**src/rtl/i2c_pkg.sv**
```systemverilog
// Shared I2C master definitions.
// Holds the SCL phase-FSM state encoding (3 bits, IDLE = 0) and the default
// depth of the pad-input synchronisers used by the SCL/SDA front ends.
package i2c_pkg;

  localparam int SYNC_STAGES_DEF = 2;

  typedef logic [2:0] scl_state_t;

  localparam logic [2:0] ST_IDLE   = 3'd0;
  localparam logic [2:0] ST_LOW_A  = 3'd1;
  localparam logic [2:0] ST_LOW_B  = 3'd2;
  localparam logic [2:0] ST_HIGH_A = 3'd3;
  localparam logic [2:0] ST_HIGH_B = 3'd4;

endpackage

```
**src/rtl/i2c_sync.sv**
```systemverilog
// N-stage level synchroniser for an asynchronous pad input.
// Ports:
//   clk   in  system clock
//   rst_n in  asynchronous active-low reset; the chain clears to 0
//   d     in  asynchronous level
//   q     out synchronised level, STAGES cycles behind d
module i2c_sync #(
  parameter int STAGES = 2
) (
  input  logic clk,
  input  logic rst_n,
  input  logic d,
  output logic q
);

  logic [STAGES-1:0] chain;

  always_ff @(posedge clk or negedge rst_n) begin
    if (!rst_n) begin
      chain <= '0;
    end else begin
      chain <= {chain[STAGES-2:0], d};
    end
  end

  assign q = chain[STAGES-1];

endmodule

```
**src/rtl/i2c_scl_gen.sv**
```systemverilog
// I2C SCL generator: four equal quarter phases per SCL period from a runtime
// divider, open-drain drive, slave clock stretching with timeout and
// multi-master synchronisation (an early external low ends the high phase).
// Ports:
//   clk, rst_n       system clock, asynchronous active-low reset
//   enable           1 = run SCL; 0 = finish the current period then idle
//   div              quarter-phase length minus 1 (captured at each LOW_A entry)
//   scl_in           raw SCL pad level (asynchronous)
//   scl_oe           1 = pull SCL low, 0 = release
//   fall_tick        pulse in the first LOW_A cycle (period start)
//   change_tick      pulse in the first LOW_B cycle (SDA may change)
//   rise_tick        pulse when SCL is first seen high after release
//   sample_tick      pulse in the first HIGH_B cycle (sample SDA)
//   stretching       released but synchronised SCL still low
//   stretch_timeout  pulse when the stretch limit is hit; FSM then idles
//   busy             FSM not in IDLE
module i2c_scl_gen
  import i2c_pkg::*;
#(
  parameter int DIV_W       = 16,
  parameter int SYNC_STAGES = SYNC_STAGES_DEF,
  parameter int STRETCH_MAX = 4096
) (
  input  logic             clk,
  input  logic             rst_n,
  input  logic             enable,
  input  logic [DIV_W-1:0] div,
  input  logic             scl_in,
  output logic             scl_oe,
  output logic             fall_tick,
  output logic             change_tick,
  output logic             rise_tick,
  output logic             sample_tick,
  output logic             stretching,
  output logic             stretch_timeout,
  output logic             busy
);

  localparam int SW = (STRETCH_MAX > 0) ? $clog2(STRETCH_MAX + 1) : 1;
  localparam bit TIMEOUT_EN = (STRETCH_MAX != 0);
  localparam logic [SW-1:0]    STRETCH_LIM = SW'(STRETCH_MAX);
  localparam logic [SW-1:0]    ST_ONE      = SW'(1);
  localparam logic [DIV_W-1:0] CNT_ONE     = DIV_W'(1);

  scl_state_t       state;
  logic [DIV_W-1:0] cnt;
  logic [DIV_W-1:0] div_q;
  logic [SW-1:0]    stretch_cnt;
  logic             high_seen;
  logic             scl_sync;
  logic             cnt_done;

  i2c_sync #(.STAGES(SYNC_STAGES)) u_scl_sync (
    .clk   (clk),
    .rst_n (rst_n),
    .d     (scl_in),
    .q     (scl_sync)
  );

  // high_seen separates "waiting for the bus to rise" from "timing the high
  // quarter" inside HIGH_A; the synchroniser latency is part of the wait.
  always_comb begin
    cnt_done        = (cnt == div_q);
    busy            = (state != ST_IDLE);
    rise_tick       = (state == ST_HIGH_A) && !high_seen && scl_sync;
    stretching      = (state == ST_HIGH_A) && !high_seen && !scl_sync;
    stretch_timeout = TIMEOUT_EN && stretching && (stretch_cnt == STRETCH_LIM);
  end

  always_ff @(posedge clk or negedge rst_n) begin
    if (!rst_n) begin
      state       <= ST_IDLE;
      cnt         <= '0;
      div_q       <= '0;
      stretch_cnt <= '0;
      high_seen   <= 1'b0;
      scl_oe      <= 1'b0;
      fall_tick   <= 1'b0;
      change_tick <= 1'b0;
      sample_tick <= 1'b0;
    end else begin
      fall_tick   <= 1'b0;
      change_tick <= 1'b0;
      sample_tick <= 1'b0;
      case (state)
        ST_IDLE: begin
          if (enable) begin
            state     <= ST_LOW_A;
            cnt       <= '0;
            div_q     <= div;
            scl_oe    <= 1'b1;
            fall_tick <= 1'b1;
          end
        end
        ST_LOW_A: begin
          if (cnt_done) begin
            state       <= ST_LOW_B;
            cnt         <= '0;
            change_tick <= 1'b1;
          end else begin
            cnt <= cnt + CNT_ONE;
          end
        end
        ST_LOW_B: begin
          if (cnt_done) begin
            state       <= ST_HIGH_A;
            cnt         <= '0;
            scl_oe      <= 1'b0;
            high_seen   <= 1'b0;
            stretch_cnt <= '0;
          end else begin
            cnt <= cnt + CNT_ONE;
          end
        end
        ST_HIGH_A: begin
          if (stretch_timeout) begin
            state <= ST_IDLE;
            cnt   <= '0;
          end else if (stretching) begin
            // cnt is held while the bus is low; the stretch counter saturates.
            if (stretch_cnt != '1) begin
              stretch_cnt <= stretch_cnt + ST_ONE;
            end
          end else begin
            // The rise cycle itself is count 0 of the high quarter.
            high_seen <= 1'b1;
            if (cnt_done) begin
              state       <= ST_HIGH_B;
              cnt         <= '0;
              sample_tick <= 1'b1;
            end else begin
              cnt <= cnt + CNT_ONE;
            end
          end
        end
        ST_HIGH_B: begin
          // A low bus before the quarter ends means another master started
          // its low phase; follow it at once so the clocks stay aligned.
          if (cnt_done || !scl_sync) begin
            cnt <= '0;
            if (enable) begin
              state     <= ST_LOW_A;
              div_q     <= div;
              scl_oe    <= 1'b1;
              fall_tick <= 1'b1;
            end else begin
              state <= ST_IDLE;
            end
          end else begin
            cnt <= cnt + CNT_ONE;
          end
        end
        default: begin
          state  <= ST_IDLE;
          cnt    <= '0;
          scl_oe <= 1'b0;
        end
      endcase
    end
  end

endmodule

```
**config.mk**
```make
export PLATFORM = sky130hd
export DESIGN_NAME = i2c_scl_gen
export DESIGN_NICKNAME = d
export VERILOG_FILES = /design/src/rtl/i2c_pkg.sv /design/src/rtl/i2c_sync.sv /design/src/rtl/i2c_scl_gen.sv
export SDC_FILE = /design/constraint.sdc
export NUM_CORES = 1
export LEC_CHECK = 0
export ABC_CLOCK_PERIOD_IN_PS = 2300
export BUFFER_PORTS_ARGS = -buffer_cell sky130_fd_sc_hd__buf_2
export CAP_MARGIN = 20
export CORE_ASPECT_RATIO = 1.1
export CORE_MARGIN = 8
export CORE_UTILIZATION = 31
export CTS_BUF_LIST = sky130_fd_sc_hd__clkbuf_2 sky130_fd_sc_hd__clkbuf_4 sky130_fd_sc_hd__clkbuf_8
export DETAILED_ROUTE_END_ITERATION = 16
export GPL_ROUTABILITY_DRIVEN = 0
export GPL_TIMING_DRIVEN = 0
export SYNTH_ARGS = -nofsm -noshare
export SYNTH_HDL_FRONTEND = slang
export SYNTH_HIERARCHICAL = 1
export SYNTH_SLANG_ARGS = --single-unit
```
**constraint.sdc**
```tcl
create_clock -name clk -period 2.3 [get_ports clk]
set_input_delay 0.345 -clock clk [delete_from_list [all_inputs] [get_ports clk]]
set_output_delay 0.345 -clock clk [all_outputs]
set_load 0.05 [all_outputs]
```
=== After elaboration in Yosys (flattened, before gate mapping) ===
Cells that the tools add are included.

* Word-level logic and storage cells: 87
* Bits of input ports: 20
* Output and inout port bits: 8
* Register bits after elaboration: 55

* Equal/unequal tests: 17
* Reductions and logical operators: 19
* Add/subtract/negate cells: 2
* Multiplexer cells: 38
* Bitwise operators: 1

{| class="wikitable"
|+ Operator list
! kind !! number
|-
| two-way mux 16 bit || 7
|-
| one-hot mux 16 bit (4 select lines) || 1
|-
| two-way mux 13 bit || 4
|-
| one-hot mux 16 bit (2 select lines) || 1
|-
| one-hot mux 13 bit (2 select lines) || 1
|-
| two-way mux 3 bit || 7
|-
| adder 16 x 1 -> 16 bit (second input constant) || 1
|-
| equality test 16 bit || 1
|-
| one-hot mux 3 bit (5 select lines) || 1
|-
| != test 2 bit (second input constant) || 7
|-
| adder 13 x 1 -> 13 bit (second input constant) || 1
|-
| equality test 13 bit (second input constant) || 1
|-
| two-way mux 1 bit || 13
|-
| != test 13 bit (second input constant) || 1
|-
| equality test 3 x 2 -> 1 bit (second input constant) || 2
|-
| != test 3 bit (second input constant) || 2
|-
| AND reduction 6 bit || 1
|-
| AND reduction 5 bit || 1
|-
| logical AND 1 bit || 4
|-
| one-hot mux 1 bit (2 select lines) || 2
|-
| one-hot mux 1 bit (4 select lines) || 1
|-
| AND reduction 2 bit || 2
|-
| AND reduction 4 bit || 1
|-
| nonzero test 2 bit || 2
|-
| 10 further kinds || 12
|}

=== Depth between registers and ports, before layout ===
Gate-level depths: netlist of run 1.

* Word-level depth: 6
* Depth in mapped cells: 9
* Depth with buffers taken out: 7

=== Hierarchy ===
The synthesis of run 1 kept the hierarchy.

{| class="wikitable"
|+ Modules (own cells, without submodules)
! module !! cells an instance !! area each (um^2) !! instances !! sequential area each (um^2)
|-
| i2c_scl_gen || 298 || 2982.9 || 1 || 1326.3
|-
| i2c_sync || 2 || 50.0 || 1 || 50.0
|}

=== Least setup slack after synthesis of run 1 ===
OpenSTA, ideal clock, no wires.

* Path type: register -> output
* Start point: register state[2]
* End point: output rise_tick
* Path slack: 53 ps
* Arrival: 1902 ps
* Cell stages (with the launch flop): 4
* Buffers on the path: 1
* Required time: 1955 ps
* Cell sequence: dfrtp_1 buf_2 nand3b_1 nor3b_1

* Cells in the longest elaborated chain, start to end: 3

{| class="wikitable"
|+ RTL lines
! element !! line !! source
|-
| start: declaration || i2c_scl_gen.sv:45 || <nowiki>scl_state_t state;</nowiki>
|-
| start signal: assignment || i2c_scl_gen.sv:72 || <nowiki>state <= ST_IDLE;</nowiki>
|-
| start signal: assignment || i2c_scl_gen.sv:88 || <nowiki>state <= ST_LOW_A;</nowiki>
|-
| start signal: assignment || i2c_scl_gen.sv:97 || <nowiki>state <= ST_LOW_B;</nowiki>
|-
| equality test 3 x 2 -> 1 bit || i2c_scl_gen.sv:65 || <nowiki>rise_tick = (state == ST_HIGH_A) && !high_seen && scl_sync;</nowiki>
|-
| logical AND 1 bit (2 in series) || i2c_scl_gen.sv:65 ||
|-
| end: declaration || i2c_scl_gen.sv:32 || <nowiki>output logic rise_tick,</nowiki>
|}

No other way between the ends.

=== Worst setup path in the final report of run 1 ===
* Start point: register cnt[7]
* End point: register div_q[1]

* Cells in the longest elaborated chain, start to end: 4

{| class="wikitable"
|+ RTL lines
! element !! line !! source
|-
| start: declaration || i2c_scl_gen.sv:46 || <nowiki>logic [DIV_W-1:0] cnt;</nowiki>
|-
| start signal: assignment || i2c_scl_gen.sv:101 || <nowiki>cnt <= cnt + CNT_ONE;</nowiki>
|-
| start signal: assignment || i2c_scl_gen.sv:112 || <nowiki>cnt <= cnt + CNT_ONE;</nowiki>
|-
| start signal: assignment || i2c_scl_gen.sv:132 || <nowiki>cnt <= cnt + CNT_ONE;</nowiki>
|-
| equality test 16 bit || i2c_scl_gen.sv:63 || <nowiki>cnt_done = (cnt == div_q);</nowiki>
|-
| logical OR 1 bit || i2c_scl_gen.sv:139 || <nowiki>if (cnt_done || !scl_sync) begin</nowiki>
|-
| != test 2 bit (no source line) || n/a ||
|-
| AND reduction 2 bit (no source line) || n/a ||
|-
| end signal: assignment || i2c_scl_gen.sv:90 || <nowiki>div_q <= div;</nowiki>
|-
| end signal: assignment || i2c_scl_gen.sv:143 || <nowiki>div_q <= div;</nowiki>
|-
| end: declaration || i2c_scl_gen.sv:47 || <nowiki>logic [DIV_W-1:0] div_q;</nowiki>
|}

No other way between the ends.
A chain may end at the register's enable or synchronous reset.

==> results of run 1 <==
==> routing by layer <==
layer	vias up	wire [um]	part of all wire, %	GRT usage, %
met4	0	53	0.76	2.50
li1	1189	-	-	-
met3	6	285	4.1	2.47
met5	-	0	0	0
met1	1181	3290	47	14.1
met2	33	3380	48	18.0
==> timing repair <==
action,4_1_cts,5_1_grt
resized for setup,3,20
buffers inserted,2,4
pin swaps,1,6
endpoints found under the setup margin,30,31
hold buffers,1,0
endpoints found under the hold margin,7,0
==> kinds of logic after synthesis <==
family | count (synthesis)
AND/OR/NAND/NOR | 115
AO/OA/AOI/OAI | 62
flip-flops | 55
buffers and inverters | 28
XOR/XNOR | 19
multiplexers | 18
adder cells (fa/ha/maj) | 3
==> cells in the final DEF, fill, tap and decap left out, types with 5 or more instances in the layout <==
master	instances
mux2_4	8
xor2_1	19
buf_2	33
a31oi_1	15
nand4_1	14
o211ai_1	5
nand3_1	11
nor2_1	16
o21ai_0	10
dfrtp_1	55
nand2b_1	5
mux2_2	9
buf_4	5
clkbuf_8	5
a21oi_1	7
nand2_1	29
inv_1	12
nor4_1	5
buf_6	7
nor3_1	6
==> cells in the mapped netlist (4+ instances only) <==
cell | n | share of area [%]
or4_1 | 4 | 0.99
inv_1 | 12 | 1.5
a21oi_1 | 7 | 1.2
nand2_1 | 29 | 3.6
mux2_2 | 9 | 3.3
nand4_1 | 14 | 2.9
buf_2 | 10 | 1.7
nand2b_1 | 5 | 1.0
and3_1 | 4 | 0.82
a31oi_1 | 15 | 3.1
xor2_1 | 19 | 5.5
mux2_4 | 8 | 4.0
nor4_1 | 8 | 1.7
o211ai_1 | 5 | 1.2
dfrtp_1 | 55 | 45
nand3_1 | 12 | 2.0
nor3_1 | 6 | 0.99
nor2_1 | 16 | 2.0
o21ai_0 | 10 | 1.7
==> critical path, stage by stage (launching register included) <==
cell and delay (ps):
dfrtp_1 380, buf_6 140, xor2_1 160, nor4_2 340, nand4_2 240, a31oi_4 340, buf_6 170, mux2_2 330
==> registers in the layout, indices dropped and copies added, names as in the netlist, 2 cells and up <==
| register | cells |
|---|---|
| cnt | 16 |
| div_q | 16 |
| state | 3 |
| stretch_cnt | 13 |
| u_scl_sync/chain | 2 |
==> worst paths after layout <==
path	cells past startpoint	to	start	slack, ps
hold reg to reg	0	u_scl_sync/chain[1]$_DFF_PN0_	u_scl_sync/chain[0]$_DFF_PN0_	360
setup / recovery	7	div_q[1]$_DFFE_PN0P_	cnt[7]$_DFFE_PN0P_	80
hold / removal	1	u_scl_sync/chain[0]$_DFF_PN0_	scl_in	140
min in group asynchronous	2	div_q[14]$_DFFE_PN0P_	rst_n	520
max in group asynchronous	3	cnt[10]$_DFFE_PN0P_	rst_n	1230
setup reg to reg	7	div_q[1]$_DFFE_PN0P_	cnt[7]$_DFFE_PN0P_	80
==> where the power goes <==
part	internal, mW	switching, mW
Clock	0.213	0.323
Sequential	1.20	0.232
Combinational	0.490	0.483
==> metrics by stage <==
step / power, mW / util, % / cell area [um2]
detailed placement: 2.32 / 34.4 / 3340
global placement: 2.29 / 34.2 / 3320
finish: 2.94 / 36.8 / 3570
floorplan: 2.08 / - / 3030
CTS: 2.92 / 35.8 / 3470
global route: 3.16 / 36.8 / 3570
==> area by class of cell <==
type	instances	share of cell area (%)
well taps	120	4.21
inverters	12	1.26
multi-input cells	217	43.8
plain buffers	16	3.37
clock buffers	5	1.93
clock inverters	3	0.561
flip-flops and latches	55	38.6
repair buffers	35	6.28
==> results.py, run 1 <==
metrics = {
    "yosys": {
        "synth_nets": 323,
        "synth.avg_cell_area_um2": 10.1,
        "synth_compound_area_share_pct": 15.0,
        "yosysWarningCount": 6,
        "syn_area_um2": 3030,
        "synth_xor_area_share_pct": 5.49,
        "synth_edf_count": 0,
        "synth.area.mux_share_pct": 7.63,
        "synth-async-reset-ratio_pct": 100,
        "synth_cell_types": 54,
        "ys_ff_latch": 55,
        "synth_fa_ha_area_share_pct": 1.24,
        "netlist_instances": 300,
        "synth_top_family_by_area": "simple AND/OR/NAND/NOR gates",
        "yosys.area_share.simple_pct": 20.5,
        "synth_ff_type": "dfrtp_1",
        "synth_seq_area_share_pct": 45.4,
    },
    "route": {
        "ant_nets": 0,
        "vias": 2409,
        "wirelength_um": 7010,
        "avgViaCountPerCell": 5.20,
        "drt-initial-drc-count": 91,
        "firstDrtPassIters": 4,
        "drcViolationCount": 0,
        "routedWlPerCell_um": 15.1,
    },
    "layout": {
        "nNetsFinal": 365,
        "final_cells": 463,
        "regArea_um2": 1380,
        "drive_gt1_share_pct": 25.7,
        "nFillCells": 982,
        "area_growth_syn_to_layout_pct": 17.6,
        "antenna_cells": 0,
        "multiInputGateArea_um2": 1560,
    },
    "grt": {
        "grt_pass1_wl_um": 11900,
        "grt_overflow": 0,
        "grt_pass1_vias": 2482,
        "grt_util_all_layers_pct": 11.0,
        "antenna_found_initial": 0,
        "grt_max_degree": 37,
    },
    "sta": {
        "finalHoldViolCount": 0,
        "clock-skew-final_ps": 10.4,
        "finalSetupTns_ps": 0,
        "fmaxAchievable_mhz": 451,
        "worst_slack_ps": 83.2,
        "finalSetupViolCount": 0,
        "maxSlewViolCount": 0,
        "post-route-period-util_pct": 96.4,
        "relSlewSlack_pct": 59.5,
        "rsz0062_at_grt": "yes",
        "worstMarginPinSlew_ps": 602,
        "whs_ps": 138,
        "fin_crit_ps": 2220,
    },
    "run": {
        "drv_cap": 0,
    },
    "floorplan": {
        "rows": 38,
        "die-area_um2": 13200,
        "core_um2": 9700,
        "io_pins": 28,
        "die_y_um": 120,
        "start_util_pct": 31.3,
        "dieWidth_um": 110,
    },
    "clock_network": {
        "cts_max_level": 2,
        "cts_tree": "built",
        "cts-root-buf": "clkbuf_8",
        "cts_inserted_buffers": 5,
        "insertion_delay_ps": 310,
        "cts_buffer_depth": 2,
        "clk_pin_slew_ps": 100,
        "clkSinkCount": 55,
    },
    "critical_path": {
        "arrival_ps": 2420,
        "endpoint_kind": "flip-flop",
        "required_ps": 2500,
        "path_class": "reg -> reg",
        "start_kind": "flip-flop",
        "path_max_fanout": 8,
    },
    "placed_design": {
        "dpl_worst_slack_ps": -236,
        "place_inst": 448,
        "portBuffers": 27,
        "dp_hpwl_um": 5060,
    },
    "status": {
        "outcome": "completed",
    },
    "pwr": {
        "p_per_area_nw_per_um2": 826,
        "p_leak_nw": 1.56,
        "ir_drop_v": 0.000312,
    },
    "worst_hold_path": {
        "hold_class": "in -> reg",
    },
}
Note: power is estimated with default switching activity, not from simulation.
==> inputs of run 2 (changes only) <==
--- a/config.mk
+++ b/config.mk
@@ -15,7 +15,7 @@
 export DETAILED_ROUTE_END_ITERATION = 16
 export GPL_ROUTABILITY_DRIVEN = 0
 export GPL_TIMING_DRIVEN = 0
+export SLEW_MARGIN = 20
 export SYNTH_ARGS = -nofsm -noshare
 export SYNTH_HDL_FRONTEND = slang
-export SYNTH_HIERARCHICAL = 1
 export SYNTH_SLANG_ARGS = --single-unit
==> results.py, run 2 <==
metrics = {
    "pwr": {
        "clock_power_share_pct": 23.3,
        "p_leak_nw": 1.58,
        "swShare_pct": 34.0,
        "switchingPower_uw": 977,
        "p_comb_share_pct": 31.1,
        "p_seq_share_pct": 45.6,
        "intPower_mw": 1.90,
        "ir_drop_v": 0.000374,
        "p_per_area_nw_per_um2": 818,
    },
    "floorplan": {
        "io_pins": 28,
        "rows": 37,
        "die-area_um2": 12700,
        "start_util_pct": 31.4,
        "dieWidth_um": 108,
        "core_um2": 9210,
        "die_y_um": 117,
    },
    "sta": {
        "clock-skew-final_ps": 12.5,
        "finalSetupTns_ps": -0.446,
        "worstMarginPinSlew_ps": 722,
        "relSlewSlack_pct": 51.4,
        "finalHoldViolCount": 0,
        "fmaxAchievable_mhz": 435,
        "worst_slack_ps": -0.446,
        "rsz0062_at_grt": "yes",
        "fin_crit_ps": 2300,
        "maxSlewViolCount": 0,
        "whs_ps": 77.8,
        "finalSetupViolCount": 1,
        "post-route-period-util_pct": 100,
    },
    "layout": {
        "drive_gt1_share_pct": 28.9,
        "design_area_um2": 3520,
        "mostFrequentLayoutCells": "dfrtp_1, buf_2, o21ai_0",
        "area_growth_syn_to_layout_pct": 21.6,
        "largestRegisters": "cnt (16), div_q (16), stretch_cnt (13)",
        "layout_commonest_cell": "dfrtp_1",
        "final_cells": 453,
        "nNetsFinal": 358,
        "antenna_cells": 0,
    },
    "yosys": {
        "synth_seq_area_share_pct": 47.6,
        "yosysMostFrequentCell": "dfrtp_1",
        "synth.avg_cell_area_um2": 9.93,
        "synth_fa_ha_area_share_pct": 1.30,
        "synth.area.mux_share_pct": 6.62,
        "syn_area_um2": 2890,
        "yosysTopAreaCell": "dfrtp_1",
        "synth_nets": 314,
        "netlist_instances": 291,
        "synth_cell_types": 43,
        "synth_top_family_by_area": "simple AND/OR/NAND/NOR gates",
        "synth_edf_count": 0,
        "synth_area_leaders": "dfrtp_1, mux2_2, xor2_1, o21ai_0, nand3_1",
        "synth_commonest_cells": "dfrtp_1, o21ai_0, nand2_1",
        "synth_ff_type": "dfrtp_1",
        "synth_top_area_share_pct": 47.6,
        "ys_ff_latch": 55,
        "synth_compound_area_share_pct": 14.4,
        "synth-async-reset-ratio_pct": 100,
        "yosysWarningCount": 0,
        "synth_xor_area_share_pct": 5.15,
        "yosys.area_share.simple_pct": 22.1,
    },
    "critical_path": {
        "crit_buf_inv": 1,
        "r2r_slack_ps": -0.4,
        "endpoint_kind": "flip-flop",
        "required_ps": 2530,
        "path_delay_family": "simple AND/OR/NAND/NOR gates",
        "start_kind": "flip-flop",
        "regToRegEndpoint": "stretch_cnt[8]$_DFFE_PN0P_",
        "reg2reg_depth": 7,
        "crit_chain": "xor2_1 > nor4_2 > nand4_1 > buf_6 > a211o_4 > or4_4 > a21oi_2",
        "arrival_ps": 2530,
        "cp.depth": 7,
        "path_class": "reg -> reg",
        "path_max_fanout": 5,
        "crit_slowest_cell": "dfrtp_1",
        "cpPeakStageDelay_ps": 440,
        "timing.rr.start": "cnt[4]$_DFFE_PN0P_",
    },
    "route": {
        "vias": 2378,
        "drcViolationCount": 0,
        "routedWlPerCell_um": 15.0,
        "ant_nets": 0,
        "wirelength_um": 6770,
        "avgViaCountPerCell": 5.25,
        "drt-initial-drc-count": 122,
        "firstDrtPassIters": 4,
    },
    "clock_network": {
        "cts-root-buf": "clkbuf_8",
        "clk_pin_slew_ps": 100,
        "cts_max_level": 2,
        "insertion_delay_ps": 310,
        "cts_tree": "built",
        "cts_buffer_depth": 2,
        "clkSinkCount": 55,
        "holdBufCountCts": 0,
        "cts_inserted_buffers": 5,
    },
    "placed_design": {
        "place_inst": 435,
        "dpl_worst_slack_ps": -160,
        "placed_cell_area_um2": 3170,
        "portBuffers": 27,
        "dp_hpwl_um": 4750,
    },
    "grt": {
        "grt_pass1_vias": 2298,
        "grt_overflow": 0,
        "grt_max_degree": 56,
        "grt_util_all_layers_pct": 11.0,
        "grt_pass1_wl_um": 11200,
        "antenna_found_initial": 0,
    },
    "status": {
        "violations": "negative setup slack",
        "outcome": "finished, violations left",
    },
    "run": {
        "drv_cap": 0,
    },
    "worst_hold_path": {
        "hold_class": "in -> async",
    },
}
-- run 2: cell types whose count changed after synthesis, sizes merged, moves of 4 or more --
cell and delta:
o21ai +17, a31oi -15, a21o +6, clkbuf +4, and3 +4, nand3 +5, nor2 -4, nand2 -9
or3 +6, buf -11, o211ai -4, a21oi +5, nand4 -10
-- run 2: how the worst max path moves through the flow --
stage                    startpoint                          end
3_3_place_gp     cnt[5]$_DFFE_PN0P_  stretch_cnt[11]$_DFFE_PN0P_
4_1_cts          cnt[3]$_DFFE_PN0P_   stretch_cnt[8]$_DFFE_PN0P_
5_1_grt         cnt[11]$_DFFE_PN0P_   stretch_cnt[8]$_DFFE_PN0P_
3_5_place_dp     cnt[5]$_DFFE_PN0P_   stretch_cnt[8]$_DFFE_PN0P_
2_1_floorplan  state[2]$_DFFE_PN0P_                    rise_tick
6_report         cnt[4]$_DFFE_PN0P_   stretch_cnt[8]$_DFFE_PN0P_
-- run 2: final cells by class --
cell class | instances | area [um2]
tap | 117 | 146
fill | 917 | 5700
multi-input combinational | 216 | 1560
clock inverter | 2 | 35.0
inverter | 12 | 45.0
sequential | 55 | 1380
clock buffer | 6 | 82.6
buffer | 8 | 43.8
timing repair buffer | 37 | 216
-- run 2: power by group through the flow --
stage / clock (mW) / combinational (mW) / sequential (mW)
5_1_grt: 0.730 / 0.990 / 1.34
3_5_place_dp: 0 / 0.821 / 1.31
3_3_place_gp: 0 / 0.807 / 1.31
2_1_floorplan: 0 / 0.614 / 1.29
6_report: 0.669 / 0.895 / 1.31
4_1_cts: 0.692 / 0.822 / 1.31
-- run 2: logic make-up after synthesis --
family / Yosys count
AO/OA/AOI/OAI: 68
XOR/XNOR: 17
adder cells (fa/ha/maj): 3
buffers and inverters: 21
flip-flops: 55
multiplexers: 17
AND/OR/NAND/NOR: 110
-- run 2: what timing repair did --
action | 4_1_cts | 5_1_grt
pin swaps | 5 | 10
setup endpoints to repair | 25 | 36
gates resized for setup | 9 | 31
setup buffers | 1 | 9
cloned | 1 | 0
-- run 2: routing by layer --
metal | up-vias | part of all wire (%) | track usage (%)
met5 | - | 0 | 0
met4 | 0 | 0.78 | 3.06
met3 | 5 | 3.2 | 2.19
met2 | 39 | 51 | 18.3
met1 | 1177 | 45 | 14.1
li1 | 1157 | - | -
-- run 2: stage by stage --
step | utilization, % | power (mW)
global route | 38.2 | 3.06
detailed placement | 34.5 | 2.13
global placement | 34.4 | 2.11
CTS | 36.3 | 2.83
floorplan | - | 1.91
finish | 38.2 | 2.87
==> inputs of run 3 (changes only) <==
--- a/config.mk
+++ b/config.mk
@@ -5,7 +5,7 @@
 export SDC_FILE = /design/constraint.sdc
 export NUM_CORES = 1
 export LEC_CHECK = 0
-export ABC_CLOCK_PERIOD_IN_PS = 2300
+export ABC_CLOCK_PERIOD_IN_PS = 2000
 export BUFFER_PORTS_ARGS = -buffer_cell sky130_fd_sc_hd__buf_2
 export CAP_MARGIN = 20
 export CORE_ASPECT_RATIO = 1.1
@@ -15,6 +15,7 @@
 export DETAILED_ROUTE_END_ITERATION = 16
 export GPL_ROUTABILITY_DRIVEN = 0
 export GPL_TIMING_DRIVEN = 0
+export PLACE_DENSITY = 0.46
 export SLEW_MARGIN = 20
 export SYNTH_ARGS = -nofsm -noshare
 export SYNTH_HDL_FRONTEND = slang
==> constraint.sdc (replaced) <==
create_clock -name clk -period 2 [get_ports clk]
set_input_delay 0.3 -clock clk [delete_from_list [all_inputs] [get_ports clk]]
set_output_delay 0.3 -clock clk [all_outputs]
set_load 0.05 [all_outputs]
==> results.py, run 3 (synthesis results as in run 2) <==
metrics = {
    "layout": {
        "final_cells": 471,
        "largestRegisters": "cnt (16), div_q (16), stretch_cnt (13)",
        "nNetsFinal": 377,
        "area_growth_syn_to_layout_pct": 37.0,
        "antenna_cells": 0,
        "drive_gt1_share_pct": 42.7,
        "layout_commonest_cell": "dfrtp_1",
        "regArea_um2": 1380,
        "mostFrequentLayoutCells": "dfrtp_1, buf_2, buf_4",
        "multiInputGateArea_um2": 1750,
        "nFillCells": 877,
    },
    "floorplan": {
        "io_pins": 28,
        "die_y_um": 117,
        "rows": 37,
        "dieWidth_um": 108,
        "die-area_um2": 12700,
        "start_util_pct": 31.4,
        "core_um2": 9210,
    },
    "sta": {
        "rsz0062_at_grt": "yes",
        "fmaxAchievable_mhz": 435,
        "finalSetupViolCount": 47,
        "post-route-period-util_pct": 115,
        "finalHoldViolCount": 0,
        "worstMarginPinSlew_ps": 722,
        "worst_slack_ps": -299,
        "finalSetupTns_ps": -7520,
        "relSlewSlack_pct": 51.9,
        "fin_crit_ps": 2300,
        "clock-skew-final_ps": 14.3,
        "maxSlewViolCount": 0,
    },
    "clock_network": {
        "cts-root-buf": "clkbuf_8",
        "clkSinkCount": 55,
        "insertion_delay_ps": 320,
        "cts_buffer_depth": 2,
        "clk_pin_slew_ps": 100,
        "holdBufCountCts": 0,
        "cts_max_level": 2,
        "cts_inserted_buffers": 5,
        "cts_tree": "built",
    },
    "worst_hold_path": {
        "hold_class": "in -> async",
    },
    "route": {
        "drt-initial-drc-count": 67,
        "routedWlPerCell_um": 16.9,
        "firstDrtPassIters": 4,
        "avgViaCountPerCell": 5.35,
        "wirelength_um": 7950,
        "ant_nets": 0,
        "vias": 2519,
        "drcViolationCount": 0,
    },
    "pwr": {
        "p_leak_nw": 1.73,
        "finalPower_mw": 3.77,
        "ir_drop_v": 0.000409,
        "p_per_area_nw_per_um2": 951,
    },
    "critical_path": {
        "path_max_fanout": 5,
        "path_class": "reg -> reg",
        "arrival_ps": 2530,
        "endpoint_kind": "flip-flop",
        "required_ps": 2230,
        "start_kind": "flip-flop",
    },
    "placed_design": {
        "place_inst": 435,
        "dpl_worst_slack_ps": -587,
        "dp_hpwl_um": 5000,
        "portBuffers": 27,
    },
    "grt": {
        "antenna_found_initial": 0,
        "grt_util_all_layers_pct": 12.6,
        "grt_pass1_vias": 2493,
        "grt_overflow": 0,
        "grt_max_degree": 56,
        "grt_pass1_wl_um": 12700,
    },
    "status": {
        "violations": "negative setup slack",
        "outcome": "finished, violations left",
    },
    "run": {
        "drv_cap": 0,
    },
}
==> run 3: cell count changes in the layout (fill, tap and decap cells not counted), moves of 4 or more <==
| cell | change |
|---|---|
| buf_4 | +12 |
| buf_6 | +4 |
| buf_8 | +4 |
| clkbuf_4 | +4 |
| inv_1 | -5 |
| inv_2 | +4 |
| nand3_4 | +4 |
| nor3_1 | -4 |
| nor3_2 | +4 |
| o21ai_0 | -18 |
| o21ai_1 | +8 |
| o21ai_2 | +10 |
==> run 3: power breakdown <==
group	internal, mW	switching, mW	total, mW
registers	1.33	0.187	1.52
logic	0.779	0.728	1.51
clock network	0.382	0.362	0.743
total	2.49	1.28	3.77
==> run 3: worst paths after layout <==
kind	start	endpoint	slack, ps	cells after the start
hold / removal	rst_n	stretch_cnt[4]$_DFFE_PN0P_	40	1
setup reg to reg	cnt[5]$_DFFE_PN0P_	stretch_cnt[10]$_DFFE_PN0P_	-300	8
hold reg to reg	u_scl_sync.chain[0]$_DFF_PN0_	u_scl_sync.chain[1]$_DFF_PN0_	360	0
setup / recovery	cnt[5]$_DFFE_PN0P_	stretch_cnt[10]$_DFFE_PN0P_	-300	8
max in group asynchronous	rst_n	state[0]$_DFFE_PN0P_	1450	1
min in group clk	scl_in	u_scl_sync.chain[0]$_DFF_PN0_	90	1
==> run 3: area by class of cell <==
| cell class | count | share of cell area [%] |
|---|---|---|
| multi-input cells | 216 | 44.1 |
| clock inverters | 1 | 0.758 |
| plain buffers | 7 | 1.77 |
| repair buffers | 57 | 11.6 |
| inverters | 12 | 1.23 |
| well taps | 117 | 3.70 |
| flip-flops and latches | 55 | 34.9 |
| clock buffers | 6 | 1.93 |
==> run 3: worst max-delay path, cell delays in order (launching register included) <==
cell	delay (ps)
dfrtp_1	420
xor2_1	180
nor4_2	290
buf_4	160
nand4_1	110
buf_6	160
a211o_4	360
or4_1	410
a21oi_1	130
==> run 3: layer usage <==
metal,vias to the layer above,wire (um),GRT usage [%]
met5,-,0,0
met1,1272,3380,15.1
met2,43,4230,22.4
li1,1197,-,-
met4,0,86,3.61
met3,7,254,2.35
==> run 3: metrics by stage <==
stage	utilization (%)	area (um2)	hold slack (ps)
finish	43.0	3960	36.1
global route	43.0	3960	76.3
CTS	40.5	3730	75.5
detailed placement	34.6	3190	339
global placement	34.6	3190	334
floorplan	-	2910	4.41
==> run 3: timing repair <==
action / CTS / global route
resized for setup: 65 / 49
gates cloned: 4 / 0
endpoints found under the setup margin: 52 / 53
pin swaps: 16 / 12
buffers inserted: 18 / 9
